===== src/rtl/mem_copy_initiator.sv =====
// mem_copy_initiator: word-copy DMA requester for the data-memory port.
// Reads one word from the source pointer, writes it to the destination
// pointer, and repeats for len words. Pointers are word addresses and wrap.
//
// state  | meaning
// S_IDLE | waiting for start
// S_RD   | read request to source pointer held until mem_valid
// S_WR   | write request to destination pointer held until mem_valid
// S_FIN  | one-cycle done pulse, then back to idle
module mem_copy_initiator #(
   parameter int unsigned TIMEOUT = 255,
   parameter int unsigned ADDR_W  = 12
) (
   input  logic              clk_i,
   input  logic              rst_ni,
   input  logic              start_i,
   input  logic [31:0]       src_addr_i,
   input  logic [31:0]       dst_addr_i,
   input  logic [ADDR_W-1:0] len_words_i,
   input  logic              abort_i,
   output logic              busy_o,
   output logic              done_o,
   output logic              error_o,
   output logic [ADDR_W-1:0] words_done_o,
   output logic              mem_request_o,
   output logic              mem_we_re_o,
   output logic [ADDR_W-1:0] mem_address_o,
   output logic [31:0]       mem_data_out_o,
   output logic [3:0]        mem_mask_o,
   output logic              mem_load_o,
   input  logic              mem_valid_i,
   input  logic [31:0]       mem_rdata_i
);

   localparam logic [1:0] S_IDLE = 2'd0;
   localparam logic [1:0] S_RD   = 2'd1;
   localparam logic [1:0] S_WR   = 2'd2;
   localparam logic [1:0] S_FIN  = 2'd3;

   localparam logic [7:0]        TMO   = 8'(TIMEOUT);
   localparam logic [ADDR_W-1:0] ONE_W = ADDR_W'(1);

   logic [1:0]        state_q, state_d;
   logic [ADDR_W-1:0] src_q, src_d;
   logic [ADDR_W-1:0] dst_q, dst_d;
   logic [ADDR_W-1:0] len_q, len_d;
   logic [ADDR_W-1:0] words_q, words_d;
   logic [31:0]       data_q, data_d;
   logic [7:0]        wait_q, wait_d;
   logic              error_q, error_d;

   logic misaligned;
   logic unused_addr;

   assign misaligned  = (src_addr_i[1:0] != 2'b00) || (dst_addr_i[1:0] != 2'b00);
   // Only the word-address slice of the byte addresses is used.
   assign unused_addr = ^{src_addr_i[31:ADDR_W+2], dst_addr_i[31:ADDR_W+2]};

   // Next-state logic: mem_valid beats abort, abort beats timeout.
   always_comb begin
      state_d = state_q;
      src_d   = src_q;
      dst_d   = dst_q;
      len_d   = len_q;
      words_d = words_q;
      data_d  = data_q;
      wait_d  = wait_q;
      error_d = error_q;
      case (state_q)
         S_IDLE: begin
            wait_d = '0;
            if (start_i) begin
               words_d = '0;
               error_d = 1'b0;
               if (misaligned) begin
                  error_d = 1'b1;
                  state_d = S_FIN;
               end else if (len_words_i == '0) begin
                  state_d = S_FIN;
               end else begin
                  src_d   = src_addr_i[ADDR_W+1:2];
                  dst_d   = dst_addr_i[ADDR_W+1:2];
                  len_d   = len_words_i;
                  state_d = S_RD;
               end
            end
         end
         S_RD, S_WR: begin
            if (mem_valid_i) begin
               wait_d = '0;
               if (state_q == S_RD) begin
                  data_d  = mem_rdata_i;
                  state_d = abort_i ? S_FIN : S_WR;
               end else begin
                  words_d = words_q + ONE_W;
                  src_d   = src_q + ONE_W;
                  dst_d   = dst_q + ONE_W;
                  state_d = (abort_i || ((words_q + ONE_W) == len_q)) ? S_FIN : S_RD;
               end
            end else if (abort_i) begin
               state_d = S_FIN;
            end else if ((wait_q + 8'd1) == TMO) begin
               // Access is dropped; the responder never completed it.
               error_d = 1'b1;
               state_d = S_FIN;
            end else begin
               wait_d = wait_q + 8'd1;
            end
         end
         default: begin
            wait_d  = '0;
            state_d = S_IDLE;
         end
      endcase
   end

   // State and datapath registers.
   always_ff @(posedge clk_i or negedge rst_ni) begin
      if (!rst_ni) begin
         state_q <= S_IDLE;
         src_q   <= '0;
         dst_q   <= '0;
         len_q   <= '0;
         words_q <= '0;
         data_q  <= '0;
         wait_q  <= '0;
         error_q <= 1'b0;
      end else begin
         state_q <= state_d;
         src_q   <= src_d;
         dst_q   <= dst_d;
         len_q   <= len_d;
         words_q <= words_d;
         data_q  <= data_d;
         wait_q  <= wait_d;
         error_q <= error_d;
      end
   end

   // Memory-port outputs decode straight from state so reset drops them at once.
   always_comb begin
      busy_o         = (state_q != S_IDLE);
      done_o         = (state_q == S_FIN);
      error_o        = error_q;
      words_done_o   = words_q;
      mem_request_o  = (state_q == S_RD) || (state_q == S_WR);
      mem_we_re_o    = (state_q == S_WR);
      mem_load_o     = (state_q == S_RD);
      mem_mask_o     = mem_request_o ? 4'b1111 : 4'b0000;
      mem_data_out_o = data_q;
      mem_address_o  = '0;
      if (state_q == S_RD) mem_address_o = src_q;
      if (state_q == S_WR) mem_address_o = dst_q;
   end

endmodule


===== config.mk =====
export PLATFORM = sky130hd
export DESIGN_NAME = mem_copy_initiator
export DESIGN_NICKNAME = d
export VERILOG_FILES = /design/src/rtl/mem_copy_initiator.sv
export SDC_FILE = /design/constraint.sdc
export NUM_CORES = 1
export LEC_CHECK = 0
export BUFFER_PORTS_ARGS = -buffer_cell sky130_fd_sc_hd__buf_4
export CORE_AREA = 3 3 79 156
export CTS_BUF_LIST = sky130_fd_sc_hd__clkbuf_4
export CTS_CLUSTER_DIAMETER = 80
export DETAILED_ROUTE_END_ITERATION = 12
export DIE_AREA = 0 0 82 159
export GPL_TIMING_DRIVEN = 0
export MAX_ROUTING_LAYER = met4
export PLACE_DENSITY = 0.74
export SLEW_MARGIN = 25
export SYNTH_ARGS = -nofsm -noshare
export SYNTH_HDL_FRONTEND = slang
export SYNTH_SLANG_ARGS = --single-unit

===== constraint.sdc =====
create_clock -name clk_i -period 3.05 [get_ports clk_i]
set_input_delay 0.915 -clock clk_i [delete_from_list [all_inputs] [get_ports clk_i]]
set_output_delay 0.915 -clock clk_i [all_outputs]
set_load 0.01 [all_outputs]

# Word level (Yosys, flattened, before mapping)
# Cells that the tools add are included.
[op_classes]
add_sub_neg = 4
n_eq_ne = 16
muxes = 39
bitwise = 2
reduce_logical = 17
[op_table]
columns = ["cell", "n"]
rows = [
  ["two-way mux 12 bit", 15],
  ["case mux 12 bit (2 select lines)", 3],
  ["adder 12 x 1 -> 12 bit, second input constant", 3],
  ["two-way mux 8 bit", 4],
  ["two-way mux 2 bit", 8],
  ["inequality test 2 bit, second input constant", 8],
  ["== test 12 bit", 1],
  ["logical NOT 12 bit", 1],
  ["adder 8 x 1 -> 8 bit, second input constant", 1],
  ["== test 8 bit, second input constant", 1],
  ["AND reduction 4 bit", 2],
  ["nonzero test 2 bit", 4],
  ["two-way mux 1 bit", 6],
  ["inequality test 3 bit, second input constant", 2],
  ["AND reduction 6 bit", 1],
  ["AND reduction 5 bit", 1],
  ["== test 2 bit, second input constant", 2],
  ["two-way mux 4 bit", 1],
  ["inequality test 4 bit, second input constant", 1],
  ["case mux 2 bit (2 select lines)", 1],
  ["AND reduction 2 bit", 2],
  ["logical OR 1 bit", 3],
  ["AND reduction 3 bit", 1],
  ["== test 2 x 1 -> 1 bit, second input constant", 1],
  ["other kinds (4)", 5],
]
[word_totals]
register_bits = 91
in_bits = 113
out_inout_bits = 66

# Longest topological paths before layout
# Gate-level depths: netlist of the first run.
[logic_depth]
ltp_word = 7
depth_mapped = 11
depth_no_buf = 8

# Worst setup path before layout of the first run
# No wires, ideal clock.
[synth_timing]
path_kind = "flip-flop to flip-flop"
start = "register state_q[0]"
end = "register src_q[8]"
arrival_time_ns = 2.282
t_required_ns = 2.913
path_slack_ns = 0.631
stages_incl_launch_ff = 12
period_less_slack_ns = 2.419
cell_sequence = "dfrtp_1 inv_1 ha_1 nor2b_1 or4_1 buf_2 o21ba_4 buf_6 buf_6 nand3_1 o21ai_0 a21oi_1"
[synth_between]
elab_chain_len = 4
elab_cells_between_ends = 12
cone_classes = "7 x eq/ne; 1 x mux; 4 x reduce/logical"
[synth_lines]
columns = ["element", "line_no", "source"]
rows = [
  ["start, declared", "43", "logic [1:0] state_q, state_d;"],
  ["start signal, assigned", "129", "state_q <= state_d;"],
  ["== test 2 bit / == test 2 x 1 -> 1 bit (equally long branches)", "69, 91", ""],
  ["OR reduction 2 bit", "69", "case (state_q)"],
  ["inequality test 2 bit (no line) / nonzero test 2 bit (equally long branches)", "--", ""],
  ["AND reduction 6 bit (no line)", "--", ""],
  ["end signal, assigned", "130", "src_q <= src_d;"],
  ["end, declared", "44", "logic [ADDR_W-1:0] src_q, src_d;"],
]
# Several ways; a longest one is shown, not always the timed one.
# A chain may end at the register's enable or synchronous reset.

# Worst setup path in the final report of the first run
[layout_timing]
start = "register state_q[0]"
end = "output mem_address_o[6]"
[layout_between]
elab_chain_len = 3
elab_cells_between_ends = 4
cone_classes = "2 x eq/ne; 2 x mux"
[layout_lines]
columns = ["element", "line_no", "source"]
rows = [
  ["== test 2 x 1 -> 1 bit", "152", "if (state_q == S_RD) mem_address_o = src_q;"],
  ["two-way mux 12 bit", "152", ""],
  ["two-way mux 12 bit (*)", "153", "if (state_q == S_WR) mem_address_o = dst_q;"],
  ["end, declared", "27", "output logic [ADDR_W-1:0] mem_address_o,"],
]
# Every way passes the cells marked *; elsewhere a longest branch is shown, timed or not.

==> run metrics, run 1 <==
Syn-to-layout area delta 27.7%; Pre-antenna DRT Iters 5; Crit Path Max Fanout 10; slew margin rel. 0.410; final hold vios 0; RSZ-0062 raised after global routing false; Clock Latency Late Sink about 0.45 ns; Setup TNS 0 ns; Reg-to-Reg End src_q[6]; worst reg-to-reg setup slack 0.30 ns; io pins between 150 and 200; vias in the first global route between 4000 and 5000; Hold Crit Class primary input to async pin; CTS Buffer Depth 2; post-synth top area share 0.456; H-tree depth 3; layout cells sized above 1 0.350; Worst path slowest cell dfrtp_2; crit start category register; routed length per placed instance approximately 18 um; CP endpoint kind primary output; Num CTS Buffers 9; status complete, no violations; Setup CP Type register to primary output; final net count 770; die height roughly 160 um; clk_skew ~0.018 ns; Post-synth EDFFs 0; DR vias 4451; most common cell in the netlist dfrtp_1; gr usage total 0.229; top post-synthesis cells by area dfrtp_1 (46%), mux2_2 (10%), a22o_1 (3.7%); Synth cell types between 40 and 50; global-route wire length before repair about 23000 um; Placer Congestion between 0.9 and 1; Initial Util 0.443; post-DP HPWL around 11000 um; Yosys reg bits 91; PwrDens between 1000 and 1500 nW/um^2; final instance area around 6400 sq um; Final setup viols 0; Req. time, crit path approximately 2.1 ns; most frequent cells after synthesis dfrtp_1 (91), mux2_2 (46), nand2_1 (38); Worst Hold Margin 0.456 ns; initial antenna violation count 1; Worst Reg-to-Reg Cells 11; sequential cell area fraction in the yosys report 0.456; DR iter-0 viols between 200 and 250; largest stage delay on the critical path about 0.47 ns; DIE WIDTH roughly 82 um; Via density 5.60; CTS tree yes; main flop type after synthesis dfrtp_1; Max Clk Rate 342 MHz; Worst-path clk slew approximately 0.15 ns; FP Rows 55; Mapped Area between 4000 and 5000 sq um; period utilization 0.959; FFs w/ async S/R, synth 1.00; antenna-violating nets left 0; gr ovfl total 0; Mapped Cells roughly 500; yosys warns 0; placed cell area 6240 sq um; die area between 10000 and 15000 sq um; Core Region 11300 sq um; drt total wl 14000 um; postcts setup bufs 0; Yosys top cell by area dfrtp_1; DRC 0; Hold Buf Count CTS 0; pin count of the biggest net entering global routing 92; IO Port Bufs between 100 and 150; P_leak approximately 3.0 nW; Clock Sinks just over 90; Tmin final just under 3 ns; Tightest Pin Transition between 0.8 and 0.9 ns; arrival time worst endpoint 2.01 ns; clk root buf clkbuf_4; Mean Syn Cell Area approximately 10 sq um; Critical R2R Launch state_q[0]; Max IR drop VDD approximately 0.57 mV; Slew Limit Fails 0; crit-path cells inv_1 -> ha_2 -> nor2b_1 -> buf_2 -> a22o_1 -> buf_4; max cap viols 0; Post-Syn Nets 619
==> layout make-up <==
class / count / area (sq um)
clock inverter: 7 / 58.8
fill: 1048 / 4900
timing repair buffer: 141 / 1060
sequential: 91 / 2280
multi-input combinational: 359 / 2510
antenna: 1 / 2.50
buffer: 36 / 190
inverter: 9 / 33.8
clock buffer: 9 / 67.6
tap: 142 / 178
==> sequential cells by signal, indices dropped and copies added (netlist names) <==
name / flops
mem_data_out_o: 32
state_q: 2
words_done_o: 12
len_q: 12
src_q: 12
wait_q: 8
dst_q: 12
error_o: 1
==> worst max path at each step <==
| stage | from | to |
|---|---|---|
| finish | state_q[0] | mem_address_o[6] |
| global placement | len_words_i[2] | len_q[10] |
| detailed placement | len_words_i[2] | len_q[8] |
| global route | state_q[1] | mem_address_o[8] |
| CTS | state_q[1] | mem_address_o[7] |
| floorplan | state_q[0] | src_q[8] |
==> report_power, final <==
part | internal (W) | switching (W)
sequential | 0.00171 | 0.000417
clock | 0.000182 | 0.000464
combinational | 0.00188 | 0.00203
==> cells in the final DEF (no fill, tap or decap), types with 8 or more instances in the layout <==
cell type,synthesis,final
ha_1,10,8
clkbuf_4,0,9
mux2_2,46,46
nand2_1,38,38
buf_4,4,144
nand3_1,23,23
a22o_1,21,21
mux2i_1,9,9
inv_1,9,9
o22ai_1,19,19
a21oi_1,35,35
o21ai_0,26,26
and3_1,9,9
nor2_1,24,24
xnor2_1,16,16
dfrtp_1,91,90
clkbuf_1,17,14
==> cell families after synthesis <==
logic type,synth area share
flip-flops,0.456
adder cells (fa/ha/maj),0.0250
XOR/XNOR,0.0403
AND/OR/NAND/NOR,0.141
buffers and inverters,0.0451
multiplexers,0.122
AO/OA/AOI/OAI,0.171
==> critical path, delay by kind of cell, from the launching register on <==
family / cells / cell delay, ns
DFF: 1 / 0.47
buffers and inverters: 3 / 0.47
adders and majority gates: 1 / 0.29
AOI/OAI and AO/OA: 1 / 0.25
and+or+nand+nor: 1 / 0.08
==> routing by layer <==
layer / track usage / routed length, um / vias to the layer above
met5: - / 0 / -
met3: 0.0334 / 595 / 37
met4: 0.107 / 551 / 0
met1: 0.243 / 4960 / 2138
li1: - / - / 2115
met2: 0.401 / 7900 / 161
==> metrics by stage <==
stage / instances / total power, W / utilization / worst slack [ns]
5_1_grt: 795 / 0.00723 / 0.565 / 0.0235
2_1_floorplan: 496 / 0.00458 / - / 0.631
6_report: 795 / 0.00669 / 0.565 / 0.124
3_5_place_dp: 779 / 0.00609 / 0.553 / 0.0836
3_3_place_gp: 779 / 0.00594 / 0.552 / 0.106
4_1_cts: 795 / 0.00675 / 0.565 / 0.0144
==> what timing repair did <==
action,CTS,global route
resized for setup,4,3
cloned,0,0
endpoints found under the setup margin,11,10
pin swaps,0,0
Power figures use the tool's default switching activity.
==> inputs of run 2 (changes only) <==
- ABC_AREA: default -> 1
- CORE_AREA: 3 3 79 156 -> 3 3 79 155
- DIE_AREA: 0 0 82 159 -> 0 0 82 158
==> run metrics, run 2 <==
max reg flops 32; Req. time, crit path ~2.1 ns; die height roughly 160 um; global-route wire length before repair between 20000 and 25000 um; post-route setup slack 0.165 ns; yosys warns 0; P_leak a little over 3 nW; Pre-antenna DRT Iters 7; layout cells sized above 1 0.318; Max IR drop VDD around 0.78 mV; Hold Crit Class primary input to async pin; main flop type after synthesis dfrtp_1; clk root buf clkbuf_4; gr usage total 0.237; Mapped Cells ~560; post-synth top area share 0.462; Initial Util 0.445; IO Port Bufs between 100 and 150; Yosys top cell by area dfrtp_1; post-DP HPWL approximately 11000 um; Clock Latency Late Sink 0.46 ns; CP endpoint kind primary output; Slew Limit Fails 0; Synth cell types 42; Yosys reg bits 91; RSZ-0062 raised after global routing false; Final setup viols 0; P_sw between 0.002 and 0.003 W; CTS Buffer Depth 2; most common cell in the netlist nand2_1; Tightest Pin Transition about 0.87 ns; placed insts 844; Mean Syn Cell Area between 8 and 9 sq um; non-filler cells, final 860; DIE WIDTH 82 um; Logic pwr share 0.565; Critical R2R Launch state_q[1]; antenna-violating nets left 0; Setup TNS 0 ns; Setup CP Type register to primary output; die area between 10000 and 15000 sq um; Max Clk Rate between 300 and 400 MHz; # fillers 1037; Post-Syn Nets between 600 and 700; final hold vios 0; Post-synth EDFFs 0; status complete, no violations; PwrDens between 1000 and 1500 nW/um^2; top post-synthesis cells by area dfrtp_1 (46%), nand2_1 (8.3%), mux2_2 (7.8%); Clock Sinks ~90; DRC 0; period utilization 0.946; Flop pwr share 0.304; Worst-path clk slew between 0.15 and 0.2 ns; Net Sw Frac 0.438; arrival time worst endpoint 1.97 ns; H-tree depth 3; Via density between 5 and 6; worst reg-to-reg setup slack a little over 0.6 ns; commonest non-fill, non-tap cell in the layout buf_4; gr ovfl total 0; Placer Congestion between 0.9 and 1; crit start category register; final net count approximately 840; CTS tree yes; DR vias 4621; clock share of power 0.131; Place WS approximately 0.39 ns; Syn-to-layout area delta 29.2%; slew margin rel. 0.420; Worst Reg-to-Reg Cells 10; vias in the first global route approximately 4800; pin count of the biggest net entering global routing just over 90; Tmin final approximately 2.9 ns; Reg-to-Reg End src_q[11]; max cap viols 0; Num CTS Buffers 9; drt total wl around 14000 um; most frequent cells after synthesis nand2_1 (109), dfrtp_1 (91), inv_1 (62); most frequent cells in the layout buf_4 (146), nand2_1 (108), dfrtp_1 (91); Core Region 11100 sq um; clk_skew about 0.023 ns; FFs w/ async S/R, synth 1.00; FP Rows 54; Hold Buf Count CTS 0; initial antenna violation count 1; Mapped Area slightly below 5000 sq um; DR iter-0 viols roughly 220; routed length per placed instance roughly 17 um; internal power 0.00382 W; sequential cell area fraction in the yosys report 0.462; io pins 179; Crit Path Max Fanout 12
run 2: changes by cell type in the layout (fill, tap and decap cells not counted), moves of 9 or more:
cell | before | now
a21oi_1 | 35 | 11
a22o_1 | 21 | 1
and3_1 | 9 | 0
inv_1 | 9 | 62
mux2_2 | 46 | 34
mux2i_1 | 9 | 0
nand2_1 | 38 | 108
nand3_1 | 23 | 41
nor2_1 | 24 | 34
o21ai_0 | 26 | 40
o22ai_1 | 19 | 30
xnor2_1 | 16 | 3
run 2: worst max-delay path by stage:
stage	startpoint	endpoint	slack (ns)	cells past startpoint
2_1_floorplan	state_q[1]	mem_address_o[10]	0.84	5
3_3_place_gp	src_addr_i[1]	len_q[0]	0.43	6
3_5_place_dp	src_addr_i[1]	len_q[9]	0.39	6
4_1_cts	state_q[1]	mem_address_o[3]	0.0004	5
5_1_grt	state_q[1]	mem_address_o[3]	0.04	5
6_report	state_q[1]	mem_address_o[3]	0.16	5
run 2: layout make-up:
class                   count  area, sq um  share of cell area
diodes                      1         2.50            0.000393
well taps                 140          175              0.0275
multi-input cells         381         2280               0.357
flip-flops and latches     91         2280               0.357
clock inverters             6          119              0.0186
clock buffers              10         75.1              0.0118
repair buffers            142         1070               0.168
inverters                  68          255              0.0400
plain buffers              21          124              0.0194
run 2: stage by stage:
step	util	instance area, sq um	total power [W]	hold WS, ns
floorplan	-	4930	0.00440	0.495
global placement	0.557	6170	0.00580	0.490
detailed placement	0.558	6180	0.00593	0.495
CTS	0.575	6370	0.00682	0.522
global route	0.575	6370	0.00729	0.541
finish	0.575	6370	0.00679	0.486
run 2: repair_timing:
item	4_1_cts	5_1_grt
buffers inserted	0	0
setup endpoints to repair	4	12
pin swaps	0	0
gates resized for setup	0	3
gates cloned	0	0
hold endpoints to repair	0	0
run 2: routing by layer:
metal | vias to the layer above | share of wire | global-route usage
li1 | 2195 | - | -
met4 | 0 | 0.041 | 0.132
met1 | 2199 | 0.36 | 0.238
met2 | 180 | 0.56 | 0.425
met3 | 47 | 0.046 | 0.0359
met5 | - | 0 | -
run 2: cells by family after synthesis:
| family | after synthesis | share of synthesized area |
|---|---|---|
| compound gates | 104 | 0.126 |
| xor+xnor | 15 | 0.0266 |
| fa+ha+maj | 10 | 0.0254 |
| buf+inv | 90 | 0.0774 |
| flops | 91 | 0.462 |
| mux | 34 | 0.0776 |
| simple gates | 218 | 0.206 |
run 2: power groups by stage:
stage	Combinational [W]	Clock (W)	Sequential [W]
finish	0.00384	0.000891	0.00207
global route	0.00420	0.000968	0.00212
CTS	0.00385	0.000908	0.00206
detailed placement	0.00384	0	0.00209
global placement	0.00375	0	0.00205
floorplan	0.00227	0	0.00212
run 2: critical path, cell delays in order (launching register included):
cell and delay [ns]:
dfrtp_1 0.45, inv_1 0.10, ha_1 0.35, nand2_2 0.22, o22ai_1 0.23, buf_4 0.17
